File: config.mk
export PLATFORM = sky130hd
export DESIGN_NAME = bitblade_slice_sequencer
export DESIGN_NICKNAME = d
export VERILOG_FILES = /design/src/rtl/bitblade_slice_sequencer.sv
export SDC_FILE = /design/constraint.sdc
export NUM_CORES = 1
export LEC_CHECK = 0
export BUFFER_PORTS_ARGS = -buffer_cell sky130_fd_sc_hd__buf_4
export CELL_PAD_IN_SITES_DETAIL_PLACEMENT = 2
export CELL_PAD_IN_SITES_GLOBAL_PLACEMENT = 2
export CORE_ASPECT_RATIO = 0.75
export CORE_MARGIN = 2
export CORE_UTILIZATION = 29
export CTS_BUF_LIST = sky130_fd_sc_hd__clkbuf_8
export DETAILED_ROUTE_END_ITERATION = 8
export GPL_ROUTABILITY_DRIVEN = 0
export GPL_TIMING_DRIVEN = 1
export PLACE_DENSITY_LB_ADDON = 0.12
export SYNTH_ARGS = -nofsm -noshare
export SYNTH_HDL_FRONTEND = slang
export SYNTH_SLANG_ARGS = --single-unit
File: constraint.sdc
create_clock -name i_CLK -period 2.2 [get_ports i_CLK]
set_input_delay 0.22 -clock i_CLK [delete_from_list [all_inputs] [get_ports i_CLK]]
set_output_delay 0.22 -clock i_CLK [all_outputs]
set_load 0.02 [all_outputs]
File: src/rtl/bitblade_slice_sequencer.sv
// Operand feeder for BitBlade 2-bit bit-split dot-product lanes: walks act/weight slice pairs.
// Optional macro SLICE_SEQ_BACK2BACK_EN allows a new vector to be captured on the last beat.
module bitblade_slice_sequencer #(
    parameter int unsigned N_DOT         = 8,
    parameter int unsigned BITS_PARALLEL = 2,
    parameter int unsigned PREC_MAX      = 8
) (
    input  logic                              i_CLK,
    input  logic                              i_RST,
    input  logic                              i_Valid,
    output logic                              o_Ready,
    input  logic [N_DOT*PREC_MAX-1:0]         i_ActVec,
    input  logic [N_DOT*PREC_MAX-1:0]         i_WeightVec,
    input  logic [1:0]                        i_PrecA,
    input  logic [1:0]                        i_PrecW,
    input  logic                              i_SignedA,
    input  logic                              i_SignedW,
    output logic                              o_Valid,
    input  logic                              i_Ready,
    output logic [N_DOT*BITS_PARALLEL-1:0]    o_Act,
    output logic [N_DOT*BITS_PARALLEL-1:0]    o_Weight,
    output logic                              o_SignI,
    output logic                              o_SignW,
    output logic [3:0]                        o_Shift,
    output logic                              o_First,
    output logic                              o_Last
);

    localparam int unsigned VEC_W   = N_DOT * PREC_MAX;
    localparam int unsigned SLICE_W = N_DOT * BITS_PARALLEL;

    typedef enum logic {
        IDLE = 1'b0,
        RUN  = 1'b1
    } state_t;

    state_t             state;
    logic [VEC_W-1:0]   act_q;
    logic [VEC_W-1:0]   wgt_q;
    logic [1:0]         na_m1;
    logic [1:0]         nw_m1;
    logic [1:0]         ia;
    logic [1:0]         iw;
    logic               signed_a;
    logic               signed_w;

    logic               capture;
    logic               fire;
    logic [1:0]         ia_nxt;
    logic [1:0]         iw_nxt;
    logic [1:0]         sel_ia;
    logic [1:0]         sel_iw;
    logic [1:0]         sel_na_m1;
    logic [1:0]         sel_nw_m1;
    logic               sel_sa;
    logic               sel_sw;
    logic [VEC_W-1:0]   src_act;
    logic [VEC_W-1:0]   src_wgt;
    logic [SLICE_W-1:0] nxt_act;
    logic [SLICE_W-1:0] nxt_wgt;
    logic               nxt_sign_i;
    logic               nxt_sign_w;
    logic [3:0]         nxt_shift;
    logic               nxt_first;
    logic               nxt_last;

`ifdef SLICE_SEQ_BACK2BACK_EN
    // Ready may rise combinationally on the final accepted beat so the next vector follows with no bubble.
    assign o_Ready = ~i_RST & ((state == IDLE) | ((state == RUN) & o_Last & i_Ready));
`else
    assign o_Ready = ~i_RST & (state == IDLE);
`endif

    assign capture = i_Valid & o_Ready;
    assign fire    = o_Valid & i_Ready;

    // Next beat decode: either beat (0,0) of a fresh capture or the successor of the current beat.
    always_comb begin
        ia_nxt     = '0;
        iw_nxt     = iw;
        src_act    = act_q;
        src_wgt    = wgt_q;
        sel_na_m1  = na_m1;
        sel_nw_m1  = nw_m1;
        sel_sa     = signed_a;
        sel_sw     = signed_w;
        nxt_act    = '0;
        nxt_wgt    = '0;

        if (ia == na_m1) begin
            ia_nxt = '0;
            iw_nxt = iw + 2'd1;
        end else begin
            ia_nxt = ia + 2'd1;
            iw_nxt = iw;
        end

        if (capture) begin
            src_act   = i_ActVec;
            src_wgt   = i_WeightVec;
            sel_na_m1 = i_PrecA;
            sel_nw_m1 = i_PrecW;
            sel_sa    = i_SignedA;
            sel_sw    = i_SignedW;
            sel_ia    = '0;
            sel_iw    = '0;
        end else begin
            sel_ia    = ia_nxt;
            sel_iw    = iw_nxt;
        end

        for (int j = 0; j < int'(N_DOT); j++) begin
            nxt_act[BITS_PARALLEL*j +: BITS_PARALLEL] =
                BITS_PARALLEL'(src_act[PREC_MAX*j +: PREC_MAX] >> (BITS_PARALLEL * sel_ia));
            nxt_wgt[BITS_PARALLEL*j +: BITS_PARALLEL] =
                BITS_PARALLEL'(src_wgt[PREC_MAX*j +: PREC_MAX] >> (BITS_PARALLEL * sel_iw));
        end

        nxt_sign_i = sel_sa & (sel_ia == sel_na_m1);
        nxt_sign_w = sel_sw & (sel_iw == sel_nw_m1);
        nxt_shift  = 4'(BITS_PARALLEL * (32'(sel_ia) + 32'(sel_iw)));
        nxt_first  = (sel_ia == 2'd0) & (sel_iw == 2'd0);
        nxt_last   = (sel_ia == sel_na_m1) & (sel_iw == sel_nw_m1);
    end

    // Sequencer FSM with registered beat outputs.
    always_ff @(posedge i_CLK) begin
        if (i_RST) begin
            state    <= IDLE;
            act_q    <= '0;
            wgt_q    <= '0;
            na_m1    <= '0;
            nw_m1    <= '0;
            ia       <= '0;
            iw       <= '0;
            signed_a <= 1'b0;
            signed_w <= 1'b0;
            o_Valid  <= 1'b0;
            o_Act    <= '0;
            o_Weight <= '0;
            o_SignI  <= 1'b0;
            o_SignW  <= 1'b0;
            o_Shift  <= '0;
            o_First  <= 1'b0;
            o_Last   <= 1'b0;
        end else if (capture) begin
            state    <= RUN;
            act_q    <= i_ActVec;
            wgt_q    <= i_WeightVec;
            na_m1    <= i_PrecA;
            nw_m1    <= i_PrecW;
            signed_a <= i_SignedA;
            signed_w <= i_SignedW;
            ia       <= '0;
            iw       <= '0;
            o_Valid  <= 1'b1;
            o_Act    <= nxt_act;
            o_Weight <= nxt_wgt;
            o_SignI  <= nxt_sign_i;
            o_SignW  <= nxt_sign_w;
            o_Shift  <= nxt_shift;
            o_First  <= nxt_first;
            o_Last   <= nxt_last;
        end else if (fire) begin
            if (o_Last) begin
                state    <= IDLE;
                o_Valid  <= 1'b0;
                o_Act    <= '0;
                o_Weight <= '0;
                o_SignI  <= 1'b0;
                o_SignW  <= 1'b0;
                o_Shift  <= '0;
                o_First  <= 1'b0;
                o_Last   <= 1'b0;
            end else begin
                ia       <= ia_nxt;
                iw       <= iw_nxt;
                o_Act    <= nxt_act;
                o_Weight <= nxt_wgt;
                o_SignI  <= nxt_sign_i;
                o_SignW  <= nxt_sign_w;
                o_Shift  <= nxt_shift;
                o_First  <= nxt_first;
                o_Last   <= nxt_last;
            end
        end
    end

endmodule

After elaboration in Yosys (flattened, before gate mapping) --
Cells that the tools add are included.
Cells by class: equal/unequal tests 3, shift-type cells 16, mux-type cells 34, add/subtract/negate cells 3, reduce and logical (&&, ||, !) cells 7, bitwise operators 10
Operator list (number):
- $mux 64 | 2
- $shr 8x3->2 | 16
- $mux 16 | 6
- $mux 1 | 17
- $mux 2 | 6
- $mux 4 | 3
- $and 1x1->1 | 7
- $eq 2x2->1 | 3
- $add 2x1->2 const B | 2
- $logic_not 2->1 | 2
- $reduce_and 2->1 | 2
- $reduce_bool 2->1 | 2
- $add 2x2->3 | 1
- $not 1->1 | 3
- $reduce_or 2->1 | 1
Storage, ports and cells: output and inout port bits 42, flip-flop bits (word level) 179

Longest topological paths before layout --
Gate-level depths: netlist (run 1).
depth in word-level cells 9, depth in mapped cells 10, mapped depth without buffers 8

Worst setup path after synthesis (run 1) --
OpenSTA, ideal clock, no wires.
kind reg2reg, from register state, to register o_Shift[2], required time 2.072 ns, path slack -0.242 ns, stages on the path, launching flop included 10, buffers on the path 3, clock period less this slack 2.442 ns, data arrival time 2.314 ns, cell sequence dfxtp_1 nor3b_1 buf_2 clkbuf_1 clkbuf_1 nor2_1 ha_1 fa_1 a22oi_1 nor2_1
On the way: longest elaborated chain between the ends 8, elaborated cells between the ends (all ways) 11, those cells by class add/sub: 1; mux: 5; bitwise: 4; reduce/logical: 1
RTL lines:
- start: declaration | RTL line 37 | state_t state;
- start signal: assignment | RTL line 129 | state <= IDLE;
- start signal: assignment | RTL line 147 | state <= RUN;
- start signal: assignment | RTL line 166 | state <= IDLE;
- $not 1->1 | RTL line 71 | assign o_Ready = ~i_RST & (state == IDLE);
- $and 1x1->1 | RTL line 71
- $and 1x1->1 | RTL line 74 | assign capture = i_Valid & o_Ready;
- $mux 2 | RTL line 98 | if (capture) begin
- $add 2x2->3 | RTL line 121 | nxt_shift = 4'(BITS_PARALLEL * (32'(sel_ia) + 32'(sel_iw)));
- $mux 4 | RTL line 165 | if (o_Last) begin
- $mux 4 | RTL line 164 | end else if (fire) begin
- $mux 4 | RTL line 146 | end else if (capture) begin
- end signal: assignment | RTL line 161 | o_Shift <= nxt_shift;
- end signal: assignment | RTL line 182 | o_Shift <= nxt_shift;
- end: declaration | RTL line 24 | output logic [3:0] o_Shift,
Parallel ways exist; a longest one is shown, timed or not. The select of a mux whose other input is x is not followed. A chain may end at the register's enable or synchronous reset.

Worst setup path after layout (run 1) --
from register ia[1], to register o_Shift[2]
On the way: longest elaborated chain between the ends 7, elaborated cells between the ends (all ways) 10, those cells by class add/sub: 2; eq/ne: 1; mux: 7
RTL lines:
- start: declaration | RTL line 42 | logic [1:0] ia;
- start signal: assignment | RTL line 176 | ia <= ia_nxt;
- $add 2x1->2 or $eq 2x2->1 (tied branches) | RTL line 94, 90
- $mux 2 | RTL line 90 | if (ia == na_m1) begin
- $mux 2 | RTL line 98
- $add 2x2->3 (*) | RTL line 121
- $mux 4 | RTL line 165
- $mux 4 | RTL line 164
- $mux 4 (*) | RTL line 146
Mark *: on every way between the ends. The rest lies on a longest branch, timed or not. The select of a mux whose other input is x is not followed.

==> flow_metrics.tcl, run 1 <==
set metrics [dict create \
    status "finished clean" \
    synth_cell_type_count 50 \
    max_stage_delay_ns 0.48 \
    yosysWarnings 0 \
    period_minus_slack_ns 2.08 \
    crit_top_cell "nor2_1" \
    crit_chain "xor2_4 > nor2_2 > xnor2_1 > nor2_1 > ha_1 > fa_1 > a22oi_1 > nor2_1" \
    grt_antenna_before_repair 1 \
    p_leak_nw 4.58 \
    slew_viol_final 0 \
    hold_depth 3 \
    syn2layout_area_growth_pct 42.1 \
    cap_violations 0 \
    synth_area_leaders "dfxtp_1, nand2_1, a21oi_1" \
    synth_area_um2 8440 \
    powerDensity_nw_per_um2 594 \
    drt_iter0_markers 317 \
    ios 180 \
    io_buffers 178 \
    synth_seq_cells 178 \
    grt_pass1_wl_um 54500 \
    grt_overflow 0 \
    syn-instance-count 1086 \
    fin_util 0.416 \
    async_flop_share 0 \
    maxSlewHeadroom 0.525 \
    crit_arrival_ns 2.44 \
    multiInputGateArea_um2 4520 \
    dieArea_um2 30500 \
    path_clk_slew_ns 0.10 \
    fin_skew_ns 0.0140 \
    yosysSeqAreaShare 0.422 \
    cp-start-kind "flop" \
    start_util 0.293 \
    cts.path.max_buffers 2 \
    root_buffer "clkbuf_8" \
    regArea_um2 3570 \
    die_h_um 152 \
    ys.flop_type "dfxtp_1" \
    dp_hpwl_um 21800 \
    grt_max_degree 126 \
    setup_violations 0 \
    critical_path.slowest_cell "fa_1" \
    fin_nets 1498 \
    drt_first_pass_iters 4 \
    remaining_drc_errors 0 \
    via_count 8946 \
    cts.sinks 178 \
    fin_crit_sh 0.944 \
    min_to "act_q[59]$_SDFF_PP0_" \
    grt_usage 0.228 \
    ff2ff_path_depth 8 \
    synth_top_area_frac 0.422 \
    core_area_um2 28900 \
    layout-drive-gt1-share 0.217 \
    wl_um 34700 \
    vdd_drop_max_v 0.000371 \
    hold_class "in -> reg" \
    crit_family "adder cells" \
    drt.antenna.violating_nets 0 \
    crit_path_end_kind "flop" \
    die_w_um 201 \
    hold_violations 0 \
    worstPathRequired_ns 2.56 \
    clk_latency_ns 0.48 \
    syn_avg_cell_area_um2 7.77 \
    crit_buf_inv 0 \
    via_per_inst 5.07 \
    crit_fanout 4 \
    tns_ns 0 \
    cts_tree "built" \
    synth_top_area_cell "dfxtp_1" \
    wl_per_cell_um 19.7 \
    nFillCells 3322 \
    critPathKind "reg -> reg" \
    rr_startpoint "ia[1]$_SDFFE_PP0P_" \
    numCtsBuffers 17 \
    finalPower_mw 7.13 \
    max_freq_mhz 482 \
    worstHoldStart "i_ActVec[59]" \
    synth_fp_nets 1226 \
    cts_htree_levels 4 \
    synth-edff-count 0 \
    tightest_slew_ns 0.712 \
    r2r_setup_slack_ns 0.12 \
    r2r-end "o_Shift[2]$_SDFFE_PP0P_" \
    grt_pass1_vias 9656 \
    rows 54 \
]
area by class of cell:
class,instances,share of cell area
Antenna cell,1,0.000209
Clock buffer,18,0.0207
Clock inverter,13,0.00949
Inverter,2,0.000626
Multi-Input combinational cell,806,0.377
Sequential cell,178,0.298
Tap cell,392,0.0409
Timing Repair Buffer,353,0.253
state kept, by name, indices dropped and copies added, names as in the netlist, 2 cells and up:
register	flops
o_Shift	3
iw	2
o_Act	16
nw_m1	2
na_m1	2
wgt_q	64
ia	2
act_q	64
o_Weight	16
cells in the final DEF (no fill, tap or decap), types with 3 or more instances in the layout:
| master | netlist | routed |
|---|---|---|
| nand2_1 | 336 | 336 |
| dfxtp_1 | 178 | 173 |
| nand3b_1 | 4 | 4 |
| nor3b_1 | 29 | 28 |
| a21oi_1 | 154 | 153 |
| a221o_1 | 16 | 16 |
| clkbuf_8 | 0 | 18 |
| o22ai_1 | 47 | 47 |
| clkinvlp_4 | 0 | 3 |
| buf_4 | 6 | 223 |
| a31o_2 | 15 | 15 |
| buf_12 | 0 | 6 |
| nor2_1 | 17 | 16 |
| a22oi_1 | 4 | 4 |
| dlygate4sd3_1 | 0 | 123 |
| nand2b_1 | 3 | 3 |
| a22o_1 | 4 | 4 |
| dfxtp_2 | 0 | 5 |
| xor2_1 | 4 | 3 |
| nor2b_1 | 6 | 4 |
| clkinv_2 | 0 | 4 |
| a31oi_1 | 15 | 15 |
| nand3_1 | 21 | 21 |
| o21ai_0 | 18 | 18 |
| mux2i_1 | 64 | 64 |
| a311oi_1 | 17 | 17 |
| inv_1 | 2 | 3 |
| xnor2_1 | 4 | 3 |
cell usage after synthesis (all sizes together) (2+ instances only):
master / instances
a221o: 16
a211oi: 2
xor2: 5
a21oi: 155
nor2b: 6
clkbuf: 68
a31oi: 15
nor3b: 29
o22ai: 47
nand2b: 3
or2: 2
mux2i: 65
nand2: 337
a22oi: 4
a22o: 4
a31o: 15
nor2: 17
inv: 2
a311oi: 17
nand3b: 4
dfxtp: 178
xnor2: 4
nand3: 21
buf: 33
or3: 2
o21ai: 18
repair_timing:
item | in CTS | in global routing
setup endpoints to repair | 1 | 14
hold buffers | 123 | 0
hold endpoints to repair | 137 | 0
gates cloned | 1 | 0
gates resized for setup | 0 | 4
buffers inserted | 0 | 2
pin swaps | 1 | 1
per-layer routing:
layer | up-vias | GRT usage | routed length, um
met2 | 140 | 0.381 | 16300
met5 | - | 0 | 0
met1 | 4459 | 0.306 | 16800
li1 | 4323 | - | -
met4 | 0 | 0.0496 | 373
met3 | 24 | 0.0430 | 1230
worst max-delay path by stage:
stage,cells after the start,from,to
detailed placement,7,state$_SDFFE_PP0P_,o_Weight[4]$_SDFFE_PP0P_
finish,8,ia[1]$_SDFFE_PP0P_,o_Shift[2]$_SDFFE_PP0P_
CTS,6,state$_SDFFE_PP0P_,o_Shift[2]$_SDFFE_PP0P_
floorplan,10,na_m1[1]$_SDFF_PP0_,o_Shift[2]$_SDFFE_PP0P_
global route,8,ia[1]$_SDFFE_PP0P_,o_Shift[2]$_SDFFE_PP0P_
global placement,7,i_RST,o_Shift[2]$_SDFFE_PP0P_
power breakdown:
part / internal (mW) / total [mW] / switching (mW)
clock: 0.921 / 2.23 / 1.31
sequential: 3.36 / 3.47 / 0.110
combinational: 0.680 / 1.42 / 0.742
tightest hold or removal path, delay by kind of cell:
kind / cells / cell delay (ns)
and+or+nand+nor: 1 / 0.07
AOI/OAI and AO/OA: 1 / 0.06
buffers and inverters: 1 / 0.11
through the flow:
stage	cell area, um2	std cells	setup slack (ns)	hold WS, ns
3_5_place_dp	10400	1605	-0.00462	0.451
5_1_grt	12000	1763	-0.00214	0.00394
6_report	12000	1763	0.124	0.0303
3_3_place_gp	10400	1605	0.163	0.442
4_1_cts	12000	1760	0.0293	0.00195
2_1_floorplan	8480	1086	0.00864	0.340
logic make-up (layout without fill, tap and decap cells):
family | count (synthesis) | in the layout | share of synthesized area
adders and majority gates | 2 | 2 | 0.00385
xor gates and xnor gates | 9 | 9 | 0.0102
AOI/OAI and AO/OA | 302 | 302 | 0.220
buffers and inverters | 103 | 386 | 0.0507
other | 1 | 2 | 0.000444
muxes | 66 | 66 | 0.0802
DFF | 178 | 178 | 0.422
and+or+nand+nor | 425 | 426 | 0.213
No activity file was read; power rests on OpenSTA's default activity.
==> run 2, diff against run 1 <==
==> constraint.sdc (replaced) <==
create_clock -name i_CLK -period 2.2 [get_ports i_CLK]
set_input_delay 0.11 -clock i_CLK [delete_from_list [all_inputs] [get_ports i_CLK]]
set_output_delay 0.11 -clock i_CLK [all_outputs]
set_load 0.02 [all_outputs]
==> run 2 against run 1 <==
Effect of this change:
- fmax decreased by 0.26%
- first-iteration DRC count increased by 25%
- flip-flop and latch count unchanged
- sequential power about the same
- clock skew decreased by 0.00069 ns
- count of clock-buffer cells in the layout increased by 2
- wire length decreased by 3.3%
- via count increased by 0.11%
- critical path depth unchanged
- register-to-register slack about the same
- setup slack got worse by 0.0055 ns
- critical path type unchanged
- largest cell class unchanged
==> flow_metrics.tcl, run 2 (synthesis gave the netlist of run 1 again) <==
set metrics [dict create \
    status "finished clean" \
    via_per_inst 5.06 \
    max_freq_mhz 480 \
    fin_nets 1506 \
    maxSlewHeadroom 0.479 \
    cp-start-kind "flop" \
    dp.cells 1602 \
    r2r_setup_slack_ns 0.12 \
    hold_violations 0 \
    rsz0062_at_grt "true" \
    grt_max_degree 152 \
    root_buffer "clkbuf_8" \
    ff2ff_path_depth 8 \
    crit_arrival_ns 2.43 \
    cap_violations 0 \
    crit_fanout 8 \
    cp-endpoint "o_Shift[2]$_SDFFE_PP0P_" \
    rows 54 \
    grt_usage 0.220 \
    path_clk_slew_ns 0.10 \
    drt_first_pass_iters 5 \
    final_cells 1771 \
    r2r-end "o_Shift[2]$_SDFFE_PP0P_" \
    grt_pass1_wl_um 52700 \
    ios 180 \
    start_util 0.293 \
    io_buffers 178 \
    crit_chain "xor2_4 > buf_4 > o21bai_4 > nor2_1 > ha_1 > fa_1 > a22oi_1 > nor2_1" \
    powerDensity_nw_per_um2 603 \
    nFillCells 3292 \
    top_regs "act_q: 64 flops, wgt_q: 64 flops" \
    numCtsBuffers 17 \
    p_leak_nw 4.63 \
    wl_per_cell_um 19.0 \
    tightest_slew_ns 0.781 \
    wl_um 33600 \
    fin_skew_ns 0.0133 \
    fin_util 0.420 \
    dp_hpwl_um 21400 \
    critical_path.slowest_cell "fa_1" \
    fin_crit_sh 0.946 \
    period_minus_slack_ns 2.08 \
    syn2layout_area_growth_pct 43.6 \
    critPathKind "reg -> reg" \
    core_area_um2 28900 \
    slew_viol_final 0 \
    finalPower_mw 7.31 \
    vdd_drop_max_v 0.000343 \
    dieArea_um2 30500 \
    antenna_cells 0 \
    clk_latency_ns 0.48 \
    via_count 8956 \
    remaining_drc_errors 0 \
    critPathLaunch "ia[1]$_SDFFE_PP0P_" \
    cts_tree "built" \
    crit_top_cell "nor2_1" \
    die_w_um 201 \
    drt.antenna.violating_nets 0 \
    drt_iter0_markers 395 \
    grt_pass1_vias 9446 \
    setup_violations 0 \
    grt_antenna_before_repair 0 \
    crit_path_end_kind "flop" \
    final_cell_mix "nand2_1, buf_4, dfxtp_1, a21oi_1, dlygate4sd3_1" \
    final_common_cell "nand2_1" \
    grt_overflow 0 \
    hold_class "in -> reg" \
    die_h_um 152 \
    cts_htree_levels 4 \
    cts.path.max_buffers 2 \
    worstPathRequired_ns 2.55 \
    rr_startpoint "ia[1]$_SDFFE_PP0P_" \
    max_stage_delay_ns 0.48 \
    cts.sinks 178 \
    post_cts_buffers 0 \
    layout-drive-gt1-share 0.210 \
]
==> run 2: cell count changes in the layout (fill, tap and decap cells not counted), moves of 2 or more <==
cell,before,now
dlygate4sd3_1,123,137
buf_4,223,218
clkbuf_8,18,20
clkinv_2,4,2
dfxtp_2,5,3
==> run 2: worst min path at each step <==
stage / from / end / depth (start not counted)
2_1_floorplan: i_SignedA / signed_a$_SDFF_PP0_ / 2
3_3_place_gp: i_ActVec[16] / o_Act[4]$_SDFFE_PP0P_ / 2
3_5_place_dp: i_ActVec[25] / o_Act[7]$_SDFFE_PP0P_ / 2
4_1_cts: i_ActVec[41] / o_Act[11]$_SDFFE_PP0P_ / 3
5_1_grt: i_ActVec[9] / o_Act[3]$_SDFFE_PP0P_ / 3
6_report: i_ActVec[32] / o_Act[8]$_SDFFE_PP0P_ / 3
==> run 2: area by class of cell <==
type / instances / area, um2 / share of cell area
inverter: 2 / 7.51 / 0.000619
sequential: 178 / 3570 / 0.295
multi-input combinational: 805 / 4510 / 0.372
timing repair buffer: 362 / 3140 / 0.259
clock inverter: 12 / 131 / 0.0108
tap: 392 / 490 / 0.0405
clock buffer: 20 / 275 / 0.0227
==> run 2: repair_timing <==
item,in CTS,in global routing
resized for setup,0,2
hold endpoints to repair,153,0
endpoints found under the setup margin,0,6
hold buffers,137,0
==> run 2: layer usage <==
metal / global-route usage / up-vias / wire, um
met5: 0 / - / 0
met4: 0.0407 / 0 / 188
met3: 0.0393 / 14 / 1280
met2: 0.364 / 141 / 15800
met1: 0.304 / 4465 / 16300
li1: - / 4336 / -
==> run 2: critical path: cells and delay by family, from the launching register on <==
family / cells / cell delay (ns)
adder cells (fa/ha/maj): 2 / 0.71
flip-flops: 1 / 0.39
AO/OA/AOI/OAI: 2 / 0.35
XOR/XNOR: 1 / 0.20
buffers and inverters: 1 / 0.18
AND/OR/NAND/NOR: 2 / 0.13
==> run 2: where the power goes <==
group / internal [mW] / total, mW / leakage [nW] / switching [mW]
Clock: 1.10 / 2.42 / 0.203 / 1.32
Sequential: 3.36 / 3.47 / 1.45 / 0.107
Combinational: 0.689 / 1.42 / 2.97 / 0.733
Total: 5.15 / 7.31 / 4.63 / 2.16
==> run 2: stage by stage <==
| stage | area [um2] | TNS, ns | setup slack, ns | hold WS, ns |
|---|---|---|---|---|
| after global routing | 12100 | -0.0274 | -0.0158 | 0.404 |
| after CTS | 12100 | 0 | 0.00720 | 0.360 |
| after floorplan | 8480 | 0 | 0.00864 | 0.230 |
| after global placement | 10300 | 0 | 0.129 | 0.349 |
| final | 12100 | 0 | 0.118 | 0.410 |
| after detailed placement | 10300 | 0 | 0.0247 | 0.355 |
